===== src/rtl/mul_div_unit_pkg.sv =====
// Shared types for the iterative MIPS multiply/divide unit.
package mul_div_unit_pkg;

   typedef logic [31:0] word_t;

   typedef enum logic [1:0] {
      OP_MULT  = 2'd0,
      OP_MULTU = 2'd1,
      OP_DIV   = 2'd2,
      OP_DIVU  = 2'd3
   } md_op_t;

   typedef enum logic [1:0] {
      S_IDLE = 2'd0,
      S_MUL  = 2'd1,
      S_DIV  = 2'd2,
      S_DONE = 2'd3
   } md_state_t;

   function automatic word_t abs_w(input word_t v);
      return v[31] ? -v : v;
   endfunction

endpackage


===== src/rtl/mul_div_unit_div_radix2_step.sv =====
// One restoring radix-2 division iteration; quotient bits shift in behind the dividend.
module mul_div_unit_div_radix2_step
   import mul_div_unit_pkg::*;
(
   input  word_t rem_i,
   input  word_t dvd_i,
   input  word_t dvs_i,
   output word_t rem_o,
   output word_t quo_o
);

   logic [32:0] shifted;
   logic [33:0] diff;
   logic        unused_hi;

   assign shifted   = {rem_i, dvd_i[31]};
   assign diff      = {1'b0, shifted} - {2'b00, dvs_i};
   // both high bits are provably zero whenever they would be kept
   assign unused_hi = diff[32] ^ shifted[32];

   always_comb begin
      rem_o = shifted[31:0];
      quo_o = {dvd_i[30:0], 1'b0};
      if (!diff[33]) begin
         rem_o = diff[31:0];
         quo_o = {dvd_i[30:0], 1'b1};
      end
   end

endmodule


===== src/rtl/mul_div_unit.sv =====
// Iterative MULT/MULTU/DIV/DIVU unit driving the HI/LO write port.
module mul_div_unit
   import mul_div_unit_pkg::*;
(
   input  logic   clk,
   input  logic   resetn,
   input  logic   start,
   input  md_op_t op,
   input  word_t  a,
   input  word_t  b,
   input  logic   flush,
   output logic   busy,
   output logic   hi_write,
   output logic   lo_write,
   output word_t  hi_data,
   output word_t  lo_data
);

   md_state_t   state_q, state_d;
   logic        sa_q, sa_d, sb_q, sb_d;
   word_t       dvd_q, dvd_d, dvs_q, dvs_d, rem_q, rem_d;
   logic [4:0]  cnt_q, cnt_d;
   word_t       res_hi_q, res_hi_d, res_lo_q, res_lo_d;

   word_t       step_rem, step_quo;
   logic [63:0] prod;
   logic        is_signed;

   mul_div_unit_div_radix2_step u_div_radix2_step (
      .rem_i (rem_q),
      .dvd_i (dvd_q),
      .dvs_i (dvs_q),
      .rem_o (step_rem),
      .quo_o (step_quo)
   );

   assign prod = 64'({1'b0, dvd_q} * {1'b0, dvs_q});

   always_comb begin
      state_d   = state_q;
      sa_d      = sa_q;
      sb_d      = sb_q;
      dvd_d     = dvd_q;
      dvs_d     = dvs_q;
      rem_d     = rem_q;
      cnt_d     = cnt_q;
      res_hi_d  = res_hi_q;
      res_lo_d  = res_lo_q;
      is_signed = (op == OP_MULT) || (op == OP_DIV);
      unique case (state_q)
         S_IDLE: begin
            if (start) begin
               // sign bits stay clear for unsigned ops, so later sign fixes are no-ops
               sa_d    = is_signed & a[31];
               sb_d    = is_signed & b[31];
               dvd_d   = is_signed ? abs_w(a) : a;
               dvs_d   = is_signed ? abs_w(b) : b;
               rem_d   = '0;
               cnt_d   = '0;
               state_d = ((op == OP_MULT) || (op == OP_MULTU)) ? S_MUL : S_DIV;
            end
         end
         S_MUL: begin
            {res_hi_d, res_lo_d} = (sa_q ^ sb_q) ? -prod : prod;
            state_d              = S_DONE;
         end
         S_DIV: begin
            rem_d = step_rem;
            dvd_d = step_quo;
            cnt_d = cnt_q + 5'd1;
            if (cnt_q == 5'd31) begin
               // on divide-by-zero the remainder is |a|, so the same fix restores raw a
               res_hi_d = sa_q ? -step_rem : step_rem;
               if (dvs_q == '0)
                  res_lo_d = '1;
               else
                  res_lo_d = (sa_q ^ sb_q) ? -step_quo : step_quo;
               state_d = S_DONE;
            end
         end
         S_DONE:  state_d = S_IDLE;
         default: state_d = S_IDLE;
      endcase
      if (flush) begin
         state_d  = S_IDLE;
         res_hi_d = res_hi_q;
         res_lo_d = res_lo_q;
      end
   end

   always_ff @(posedge clk) begin
      if (!resetn) begin
         state_q  <= S_IDLE;
         sa_q     <= 1'b0;
         sb_q     <= 1'b0;
         dvd_q    <= '0;
         dvs_q    <= '0;
         rem_q    <= '0;
         cnt_q    <= '0;
         res_hi_q <= '0;
         res_lo_q <= '0;
      end else begin
         state_q  <= state_d;
         sa_q     <= sa_d;
         sb_q     <= sb_d;
         dvd_q    <= dvd_d;
         dvs_q    <= dvs_d;
         rem_q    <= rem_d;
         cnt_q    <= cnt_d;
         res_hi_q <= res_hi_d;
         res_lo_q <= res_lo_d;
      end
   end

   assign busy     = (state_q != S_IDLE);
   assign hi_write = (state_q == S_DONE);
   assign lo_write = (state_q == S_DONE);
   assign hi_data  = res_hi_q;
   assign lo_data  = res_lo_q;

endmodule

===== config.mk =====
export PLATFORM = sky130hd
export DESIGN_NAME = mul_div_unit
export DESIGN_NICKNAME = d
export VERILOG_FILES = /design/src/rtl/mul_div_unit_pkg.sv /design/src/rtl/mul_div_unit_div_radix2_step.sv /design/src/rtl/mul_div_unit.sv
export SDC_FILE = /design/constraint.sdc
export NUM_CORES = 2
export LEC_CHECK = 0
export BUFFER_PORTS_ARGS = -buffer_cell sky130_fd_sc_hd__buf_2
export CELL_PAD_IN_SITES_DETAIL_PLACEMENT = 0
export CELL_PAD_IN_SITES_GLOBAL_PLACEMENT = 2
export CORE_MARGIN = 3
export CORE_UTILIZATION = 41
export DETAILED_ROUTE_END_ITERATION = 8
export PLACE_DENSITY_LB_ADDON = 0.1
export SLEW_MARGIN = 20
export SYNTH_ARGS = -nofsm -noshare
export SYNTH_HDL_FRONTEND = slang
export SYNTH_SLANG_ARGS = --single-unit

===== constraint.sdc =====
create_clock -name clk -period 12.29 [get_ports clk]
set_clock_uncertainty 0.05 [all_clocks]
set_input_delay 0.6145 -clock clk [delete_from_list [all_inputs] [get_ports clk]]
set_output_delay 0.6145 -clock clk [all_outputs]
set_load 0.01 [all_outputs]

==> flow_summary.yaml <==
drt:
  wl_per_cell_um: 24.5
  drt-total-wl_mm: 174
  drt_first_iter_violations: 2801
  avgViaCountPerCell: 5.54
  postRouteAntennaNets: 0
  drc: 0
  firstDrtPassIters: 9
  num_vias: 39292
global_routing:
  grt.met2_usage_pct: 47.5
  grt_pass1_wl_mm: 267
  busiest_layer: "met2"
  met1_usage_pct: 42.4
  grt_pass1_vias: 41323
  grt_max_degree: 87
  track_usage_pct: 29.5
  antenna_found_initial: 8
  grt_use_met3_pct: 4.21
  grt_overflow: 0
sta:
  hold_viol: 0
  post-route-min-period_ns: 10.24
  rsz0062_at_grt: "no"
  max_slew.worst_pin.slew_ns: 1.15
  tns_ns: 0
  setup_viol: 0
  slew_violations: 0
  fin_hold_ws_ns: 0.328
  max_freq_mhz: 97.6
  min_period_over_period_pct: 83.4
  timing.slew.headroom_pct: 23.1
clocking:
  numClockSinks: 169
  cts_tree: "yes"
  cts_resized: 0
  clk_latency_ns: 0.51
  cts_inserted_buffers: 17
  hold_buffers: 0
  path_clk_slew_ns: 0.07
  root_buffer: "clkbuf_16"
  clockBufferDepth: 2
  cts_setup_buffers: 0
  htreeDepth: 4
synthesis:
  synthTopCellsByArea: "fa_1 38%, ha_1 8.1%, and2_1 7.6%, inv_1 7.3%, dfxtp_1 7.1%"
  syn-num-nets: 6942
  async_flop_share_pct: 0
  yosysSeqAreaShare_pct: 7.14
  synth_area_um2: 47400
  avgSynthCellArea_um2: 8.35
  synth_cells: 5669
  netlist-cell-type-count: 103
  yosys.area.top_type: "fa_1"
  ys.flop_type: "dfxtp_1"
  synth-edff-count: 0
  synth_warnings: 0
  synth-seq-cells: 169
  yosysTopAreaCellShare_pct: 37.9
finish:
  multi_input_area_um2: 39200
  stdcell_count: 7096
  fillers: 11801
  areaGrowthSynthToFinish_pct: 5.50
  drive_gt1_share_pct: 5.95
  nets: 6838
  register_area_um2: 3380
placement:
  gp_congestion: 0.924
  dp.cells: 7058
  port_buffers: 136
  dpl.hpwl_mm: 143
pwr:
  clockPowerShare_pct: 10.3
  swShare_pct: 58.4
  p_int_w: 0.00241
  power_frac_seq_pct: 11.3
  combinationalPowerShare_pct: 78.4
  max-vdd-ir-drop_mv: 0.119
  switching_power_w: 0.00338
  power.static_leakage_nw: 23.5
  cellPowerDensity_nw_per_um2: 116
critical_path:
  required_ns: 12.61
  crit_fanout: 24
  critPathKind: "flip-flop to flip-flop"
  startpoint_type: "flip-flop"
  crit_arrival_ns: 10.56
  end_kind: "flip-flop"
die:
  initial_core_util_pct: 41.4
  coreArea_um2: 115000
  io_pins: 137
  fp.dieW_um: 346
  row_count: 124
  die-area_um2: 120000
  die_h_um: 346
worst_hold_path:
  min_path_type: "input pin to flip-flop"
flow_run:
  cap_viol_max_count: 0
run_status:
  status: "complete, no violations"
-- sequential cells by signal, indices dropped and copies added, names as in the netlist --
name	cells
sb_q	1
rem_q	32
sa_q	1
state_q	2
dvs_q	32
lo_data	32
hi_data	32
dvd_q	32
cnt_q	5
-- power groups by stage --
stage	Combinational [W]	Clock (W)	Sequential [W]
final	0.00454	0.000594	0.000656
after global routing	0.00495	0.000623	0.000660
after detailed placement	0.00441	0	0.000667
after CTS	0.00448	0.000611	0.000654
after floorplan	0.00292	0	0.000627
after global placement	0.00445	0	0.000667
-- kinds of logic after synthesis --
kind of cell / share of synthesized area (%)
adders and majority gates: 46.0
AOI/OAI and AO/OA: 11.7
xor gates and xnor gates: 4.03
and+or+nand+nor: 20.2
buffers and inverters: 10.2
DFF: 7.14
muxes: 0.679
-- path summary, 6_finish.rpt --
path,start,end,slack [ns],depth (start not counted)
setup / recovery,dvd_q[14]$_SDFFE_PN0P_,hi_data[20]$_SDFFE_PN0P_,2.05,25
hold / removal,op[1],state_q[1]$_SDFFE_PP0P_,0.33,3
setup reg to reg,dvd_q[14]$_SDFFE_PN0P_,hi_data[20]$_SDFFE_PN0P_,2.05,25
hold reg to reg,hi_data[3]$_SDFFE_PN0P_,hi_data[3]$_SDFFE_PN0P_,0.41,2
-- metal layers --
metal | part of all wire (%) | routed length (µm) | vias to the layer above
met2 | 46 | 79100 | 1104
li1 | - | - | 17740
met1 | 47 | 81400 | 20312
met3 | 5.9 | 10300 | 134
met4 | 1.7 | 2960 | 2
met5 | 0.0063 | 11 | -
-- layout by cell type (no fill, tap or decap), drive strengths merged, types with 130 or more instances in the layout --
cell type  count
nor2         342
xnor2        130
buf          236
and2         574
o21ai        200
a21oi        261
nand2        648
dfxtp        169
ha           306
fa           897
inv          925
-- critical path: stages, from the launching register on --
cell and delay [ns]:
dfxtp_1 0.87, buf_4 0.42, and2_1 0.19, fa_1 0.44, fa_1 0.55, inv_1 0.05
fa_1 0.57, fa_1 0.47, fa_1 0.56, inv_1 0.05, fa_1 0.49, fa_1 0.60
fa_1 0.46, ha_1 0.46, nand4_1 0.21, or4_1 0.45, a311o_1 0.35, o211ai_1 0.11
xnor2_1 0.27, o21ai_1 0.20, or4_4 0.62, nor4_2 0.53, nor3b_2 0.46, a21oi_1 0.15
xnor2_1 0.36, o21ai_0 0.13
-- final cells by class --
class                           count  area share, %
Clock buffer                       18          0.859
Tap cell                         1512           3.79
Multi-Input combinational cell   4223           78.5
Timing Repair Buffer              236           2.86
Sequential cell                   169           6.77
Inverter                          918           6.90
Antenna cell                        6         0.0300
Clock inverter                     14          0.323
-- cells in the mapped netlist (7+ instances only) --
cell / n
xor2_1: 88
and4_1: 7
nor2_1: 342
o21bai_1: 11
nand2b_1: 22
o211a_1: 7
o41ai_1: 15
or3_1: 35
nor3_1: 75
o31ai_1: 30
a221oi_1: 7
o21ai_1: 17
clkbuf_1: 297
nor2b_1: 12
inv_1: 916
o2111ai_1: 9
nor4_1: 25
mux2i_1: 22
o211ai_1: 27
nand3_1: 45
nand2_1: 647
ha_1: 306
a31oi_1: 31
o21a_1: 22
and3_1: 20
a21o_1: 34
a311oi_1: 10
nor3b_1: 8
fa_1: 897
and2_1: 574
or2_2: 12
a222oi_1: 31
nand4_1: 44
xnor2_1: 130
or4_1: 15
a21oi_1: 258
a211o_1: 7
dfxtp_1: 169
o21ai_0: 181
buf_2: 23
a22oi_1: 33
a211oi_1: 42
buf_1: 35
mux2_2: 7
o221ai_1: 9
-- metrics by stage --
stage | cell area (µm²) | setup slack, ns | total power (W) | utilization (%)
global placement | 49400 | 2.27 | 0.00512 | 43.1
floorplan | 47400 | 3.52 | 0.00355 | -
CTS | 50000 | 2.18 | 0.00575 | 43.6
detailed placement | 49400 | 2.28 | 0.00507 | 43.1
global route | 50000 | 1.69 | 0.00624 | 43.6
finish | 50000 | 2.05 | 0.00579 | 43.6
No activity file was read; power rests on OpenSTA's default activity.
